$ cat src/rtl/centroid_update_sequencer.sv
// Purpose : walks centroids 0..7, divides accumulated sums by point count, strobes new means.
// Latency : CLR 1 + per centroid (LOAD 1 + DIV 7*22 + EMIT 1), empty centroid 2; 1250 cycles per full pass.
// Backpr. : none; the accumulator bank must hold steady while busy. Optional: ROUND_NEAREST_EN (round-half-up).
module centroid_update_sequencer #(
  parameter int centroid_num     = 8,
  parameter int coord_num        = 7,
  parameter int accum_cord_width = 22,
  parameter int cordinate_width  = 13,
  parameter int count_width      = 10,
  parameter int dataWidth        = coord_num * cordinate_width
) (
  input  logic                                   clk,
  input  logic                                   rst_n,
  input  logic                                   start,
  output logic [2:0]                             accum_sel,
  input  logic [coord_num*accum_cord_width-1:0]  accum_sum,
  input  logic [count_width-1:0]                 accum_count,
  input  logic [dataWidth-1:0]                   old_centroid,
  output logic [dataWidth-1:0]                   new_centroid,
  output logic [2:0]                             cent_num,
  output logic                                   convergence_reg_en,
  output logic                                   convergence_reg_reset,
  output logic                                   busy,
  output logic                                   done
);

`ifdef ROUND_NEAREST_EN
  // One extra dividend bit absorbs the half-divisor bias added for rounding.
  localparam int DIV_W = accum_cord_width + 1;
`else
  localparam int DIV_W = accum_cord_width;
`endif

  localparam logic [2:0] LAST_IDX   = 3'(centroid_num - 1);
  localparam logic [2:0] LAST_COORD = 3'(coord_num - 1);
  localparam logic [4:0] LAST_BIT   = 5'(DIV_W - 1);

  typedef enum logic [2:0] {
    IDLE,
    CLR,
    LOAD,
    DIV,
    EMIT,
    DONE
  } state_t;

  state_t                                state;
  logic [2:0]                            idx;
  logic [2:0]                            coord;
  logic [4:0]                            bitcnt;
  logic [coord_num*accum_cord_width-1:0] sum_sh;
  logic [count_width-1:0]                count_reg;
  logic [count_width-1:0]                rem;
  logic [DIV_W-1:0]                      q;

  logic [count_width:0]                  trial;
  logic                                  take;
  logic [DIV_W-1:0]                      q_next;
  logic [count_width-1:0]                rem_next;
  logic [cordinate_width-1:0]            coord_val;
  logic [DIV_W-1:0]                      first_div;
  logic [DIV_W-1:0]                      next_div;

  // The centroid index doubles as bank address and output tag.
  assign accum_sel = idx;
  assign cent_num  = idx;

  // Dividend for coordinate 0 comes straight off the bank; later ones come from the shifted copy.
`ifdef ROUND_NEAREST_EN
  assign first_div = {1'b0, accum_sum[accum_cord_width-1:0]} + DIV_W'(accum_count >> 1);
  assign next_div  = {1'b0, sum_sh[2*accum_cord_width-1:accum_cord_width]} + DIV_W'(count_reg >> 1);
`else
  assign first_div = accum_sum[accum_cord_width-1:0];
  assign next_div  = sum_sh[2*accum_cord_width-1:accum_cord_width];
`endif

  // One restoring-division step plus saturation of the finished quotient.
  always_comb begin
    trial     = {rem, q[DIV_W-1]};
    take      = (trial >= {1'b0, count_reg});
    q_next    = {q[DIV_W-2:0], take};
    // When the subtraction is taken the result is below the divisor, so the low bits suffice.
    rem_next  = take ? (trial[count_width-1:0] - count_reg) : trial[count_width-1:0];
    coord_val = (|q_next[DIV_W-1:cordinate_width]) ? {cordinate_width{1'b1}}
                                                   : q_next[cordinate_width-1:0];
  end

  // Sequencer FSM with registered strobes and the shared serial divider.
  always_ff @(posedge clk) begin
    if (rst_n) begin
      state                 <= IDLE;
      idx                   <= 3'd0;
      coord                 <= 3'd0;
      bitcnt                <= 5'd0;
      sum_sh                <= '0;
      count_reg             <= '0;
      rem                   <= '0;
      q                     <= '0;
      new_centroid          <= '0;
      convergence_reg_en    <= 1'b0;
      convergence_reg_reset <= 1'b1;
      busy                  <= 1'b0;
      done                  <= 1'b0;
    end else begin
      convergence_reg_en    <= 1'b0;
      convergence_reg_reset <= 1'b1;
      done                  <= 1'b0;
      case (state)
        IDLE: begin
          if (start) begin
            state                 <= CLR;
            busy                  <= 1'b1;
            idx                   <= 3'd0;
            convergence_reg_reset <= 1'b0;
          end
        end
        CLR: begin
          state <= LOAD;
        end
        LOAD: begin
          sum_sh    <= accum_sum;
          count_reg <= accum_count;
          if (accum_count == '0) begin
            // Empty cluster: keep the previous mean.
            new_centroid       <= old_centroid;
            convergence_reg_en <= 1'b1;
            state              <= EMIT;
          end else begin
            coord  <= 3'd0;
            bitcnt <= 5'd0;
            rem    <= '0;
            q      <= first_div;
            state  <= DIV;
          end
        end
        DIV: begin
          q      <= q_next;
          rem    <= rem_next;
          bitcnt <= bitcnt + 5'd1;
          if (bitcnt == LAST_BIT) begin
            new_centroid[coord*cordinate_width +: cordinate_width] <= coord_val;
            bitcnt <= 5'd0;
            rem    <= '0;
            if (coord == LAST_COORD) begin
              convergence_reg_en <= 1'b1;
              state              <= EMIT;
            end else begin
              coord  <= coord + 3'd1;
              q      <= next_div;
              sum_sh <= sum_sh >> accum_cord_width;
            end
          end
        end
        EMIT: begin
          if (idx == LAST_IDX) begin
            done  <= 1'b1;
            state <= DONE;
          end else begin
            idx   <= idx + 3'd1;
            state <= LOAD;
          end
        end
        DONE: begin
          busy  <= 1'b0;
          idx   <= 3'd0;
          state <= IDLE;
        end
        default: begin
          state <= IDLE;
        end
      endcase
    end
  end

endmodule

$ cat config.mk
export PLATFORM = sky130hd
export DESIGN_NAME = centroid_update_sequencer
export DESIGN_NICKNAME = d
export VERILOG_FILES = /design/src/rtl/centroid_update_sequencer.sv
export SDC_FILE = /design/constraint.sdc
export NUM_CORES = 1
export LEC_CHECK = 0
export CAP_MARGIN = 25
export CORE_ASPECT_RATIO = 2
export CORE_UTILIZATION = 45
export DETAILED_ROUTE_END_ITERATION = 7
export PLACE_DENSITY_LB_ADDON = 0.3
export SYNTH_ARGS = -nofsm -noshare
export SYNTH_HDL_FRONTEND = slang
export SYNTH_SLANG_ARGS = --single-unit
$ cat constraint.sdc
create_clock -name clk -period 2.7 [get_ports clk]
set_input_delay 0.675 -clock clk [delete_from_list [all_inputs] [get_ports clk]]
set_output_delay 0.675 -clock clk [all_outputs]
set_load 0.01 [all_outputs]
==> metrics list <==
- Wire length of the first global-routing pass: 66.0 mm
* Design Area, Final: 18000 µm²
- In this run, post-CTS hold repair placed 0 buffers.
- After floorplanning, the core was sized to cover 28800 µm².
- Biggest register: sum_sh
* Crit path time final: 2.54 ns
- Entering global routing, the biggest net connects 150 pins.
- Most common library cell in the layout ignoring fill and taps: sky130_fd_sc_hd__clkdlybuf4s50_1
- Cell Pwr Density: 694 nW/µm²
* Post-CTS clock slew at the launch and capture registers of the worst setup and hold paths: 0.06 ns
- Number of post-CTS setup repair buffers: 0
- In this run the cell area measured after placement is 17100 µm².
- In the final layout, the registers with the most flip-flops are sum_sh x132, new_centroid x91, q x22.
- After synthesis, flip-flops and latches occupy 43.0% of the total area.
- Worst hold margin: 0.455 ns
* Pint: 8.23 mW
- Global routing consumed, over all layers together, 28.2% of the routing resources.
- IO Count: 359
* Die Y-Extent: 244 µm
* Static leakage: 6.36 nW
- Clock sink count: 283
- Worst-path cell with the longest stage delay: sky130_fd_sc_hd__a21oi_4
- Register bit total from synthesis: 283
- Row count: 88
* CTS tree: done
- Leaving out fill and tap cells, the most frequent cells in the layout are sky130_fd_sc_hd__clkdlybuf4s50_1 (357), sky130_fd_sc_hd__nor2_1 (295), sky130_fd_sc_hd__dfxtp_1 (283), sky130_fd_sc_hd__nand2_1 (282), sky130_fd_sc_hd__a311oi_1 (134).
- CP endpoint kind: flip-flop
- Sequential cells account for 39.8% of the total power.
- In this run, distinct cell masters in the synthesized netlist total 63.
- Number of cells after detailed placement: 2218
- Yosys warnings: 0
- Counting flops with a built-in enable in the synthesized netlist gives 0.
- Summed over all layers, the routed wires come to 43.0 mm.
- Summing every instance area after synthesis gives 13200 µm².
* IR Drop Worst-Case VDD: 0.467 mV
- The setup path with the least slack is of type reg -> reg.
* Initial antenna violation count: 1
- Clock Power Share: 30.6%
- Synth async-reset ratio: 0%
* Clock tree root buffer cell: sky130_fd_sc_hd__clkbuf_16
* Slew HR: 46.4%
- Total global routing overflow: 0
* Worst clock skew: 0.0114 ns
- Vias per Instance: 5.73
- TritonCTS created 27 clock buffers.
- Of the cells placed in the final design, the portion with a size suffix greater than 1 is 8.60%.
- Slowest cell delay on critical path: 0.62 ns
- The count of nets left with antenna violations once routing finished came out at 0.
- Final Hold Viols: 0
* Number of gates resized after cts: 0
- Clock latency on the worst-skew pair, taken at its later pin, is 0.54 ns.
* Worst-path maximum fanout: 41
- MaxCap Viol Count: 0
- RSZ-0062 raised after global routing: no
- Fill cell total of the finished layout: 2557
- Area added between synthesis and finish: 36.4%
* Detailed Place HPWL: 31.7 mm
* Share of power burned in combinational logic: 29.7%
* PortBufs: 358
- Ratio of final minimum period to clock period: 94.2%
- Layout net count: 2164
* Max Transition Viols Final: 0
- In this run the biggest area consumer among cell types represents 43.0% of the synthesized area.
* Max Buffers Root-to-Sink: 3
- Setup violations remaining at the end of the flow were counted as 0.
* Top post-synthesis cells by area: sky130_fd_sc_hd__dfxtp_1 (43%), sky130_fd_sc_hd__a311oi_1 (8.9%), sky130_fd_sc_hd__nor2_1 (8.4%)
* Maximum achievable frequency: 393 MHz
* Synthesized Nets: 1882
- The worst setup path is launched from a flip-flop.
* Total negative slack for setup checks: 0 ns
* Mapped Cells: 1605
- The routed layout has 13.0k vias.
* Starting density of the core: 45.7%
- At the pin with the least slew margin, the transition time is 0.804 ns.
- Via count of the first global-routing pass: 12.9k
* Net switching power: 4.26 mW
- For this run, design rule violations remaining after detail routing come to 0.
* Post-DR wirelength/cell: 19.0 µm
- Data on the critical path is required at its endpoint by 3.15 ns.
* Average instance area after synthesis: 8.22 µm²
* Run status: finished, final reports clean
- The die covers 30000 µm².
* Most used cell along the critical path: sky130_fd_sc_hd__nand2_1
- The first detailed-routing pass took 5 iterations.
* Initial DRC count: 705
- Final RePlAce weighted congestion: 0.894
* Type of the most critical hold path: reg -> reg
- Summed over all instances, the cell type with the most area after synthesis is sky130_fd_sc_hd__dfxtp_1.
* Top_reg_cell synth: sky130_fd_sc_hd__dfxtp_1
- The critical path goes through inv_1 -> ha_1 -> nand2_1 -> nand2_1 -> a21oi_4 -> buf_12 -> nor2_1 -> a311oi_1.
- The register with the most flip-flops in the layout has 132 of them.
- CTS built an H-tree with a depth of 1.
- Of the total power, the share spent switching nets is 34.1%.
* Chip Width: 123 µm
- Finished Layout Cells: 2268
* Arr. time, crit path: 2.99 ns
-- final timing paths --
kind	depth (start not counted)	start	to	slack, ns
max	8	coord[0]	sum_sh[57]	0.16
min	2	count_reg[6]	count_reg[6]	0.45
max reg2reg	8	coord[0]	sum_sh[57]	0.16
min reg2reg	2	count_reg[6]	count_reg[6]	0.45
-- per-stage QoR --
| step | power, mW | worst slack (ns) | util, % |
|---|---|---|---|
| after detailed placement | 8.74 | -0.355 | 59.3 |
| after global routing | 13.1 | 0.0303 | 62.4 |
| after floorplan | 7.21 | 0.407 | - |
| after CTS | 12.6 | 0.155 | 62.4 |
| final | 12.5 | 0.156 | 62.4 |
| after global placement | 8.66 | -0.251 | 59.3 |
-- critical path, delay by kind of cell, from the launching register on --
| family | cells | cell delay [ns] |
|---|---|---|
| buffers and inverters | 2 | 0.44 |
| adders and majority gates | 1 | 0.24 |
| AOI/OAI and AO/OA | 2 | 0.87 |
| DFF | 1 | 0.48 |
| and+or+nand+nor | 3 | 0.40 |
-- cell type report --
type | count | area [µm²] | share of cell area (%)
inverters | 19 | 71.3 | 0.396
clock inverters | 13 | 128 | 0.709
repair buffers | 414 | 4260 | 23.7
flip-flops and latches | 283 | 5670 | 31.5
well taps | 360 | 450 | 2.50
multi-input cells | 1142 | 6670 | 37.1
diodes | 1 | 2.50 | 0.0139
clock buffers | 36 | 749 | 4.17
-- per-layer routing --
| metal | vias to the layer above | track usage [%] | part of all wire [%] |
|---|---|---|---|
| li1 | 6316 | - | - |
| met1 | 6030 | 27.8 | 34 |
| met2 | 497 | 51.4 | 52 |
| met3 | 155 | 3.94 | 5.8 |
| met4 | 0 | 22.0 | 8.0 |
| met5 | - | 0 | 0 |
-- cells by family after synthesis --
group           synth area share, %
buf+inv                        6.80
xor+xnor                      0.531
mux                           0.313
compound gates                 27.1
fa+ha+maj                      1.86
flops                          43.0
simple gates                   20.4
-- power groups by stage --
stage | Combinational [mW] | Sequential (mW) | Clock (mW)
floorplan | 2.27 | 4.94 | 0
global placement | 3.62 | 5.04 | 0
detailed placement | 3.69 | 5.05 | 0
CTS | 3.70 | 4.96 | 3.89
global route | 4.01 | 5.02 | 4.05
finish | 3.71 | 4.97 | 3.82
-- synthesized netlist by cell type (3+ instances only) --
master                     count
sky130_fd_sc_hd__a221o_1       6
sky130_fd_sc_hd__nand3b_1      3
sky130_fd_sc_hd__nor3_1       10
sky130_fd_sc_hd__ha_1         18
sky130_fd_sc_hd__nor4_1        5
sky130_fd_sc_hd__nor2_1      295
sky130_fd_sc_hd__buf_4        20
sky130_fd_sc_hd__nor2b_1       4
sky130_fd_sc_hd__nand2b_1      3
sky130_fd_sc_hd__o21ai_0       5
sky130_fd_sc_hd__xnor2_1       6
sky130_fd_sc_hd__buf_6        12
sky130_fd_sc_hd__o21ai_1       3
sky130_fd_sc_hd__nand2_1     282
sky130_fd_sc_hd__a31oi_1       9
sky130_fd_sc_hd__or2_2        14
sky130_fd_sc_hd__a22oi_1     110
sky130_fd_sc_hd__clkbuf_1     95
sky130_fd_sc_hd__o21a_1        3
sky130_fd_sc_hd__mux2i_1       3
sky130_fd_sc_hd__a211oi_1     49
sky130_fd_sc_hd__dfxtp_1     283
sky130_fd_sc_hd__inv_1        17
sky130_fd_sc_hd__a21oi_1      54
sky130_fd_sc_hd__a21o_1       10
sky130_fd_sc_hd__a311oi_1    134
sky130_fd_sc_hd__nand3_1      31
sky130_fd_sc_hd__a211oi_2     36
sky130_fd_sc_hd__and2_1        3
sky130_fd_sc_hd__o211ai_1      9
sky130_fd_sc_hd__buf_2        32
Power figures use the tool's default switching activity.
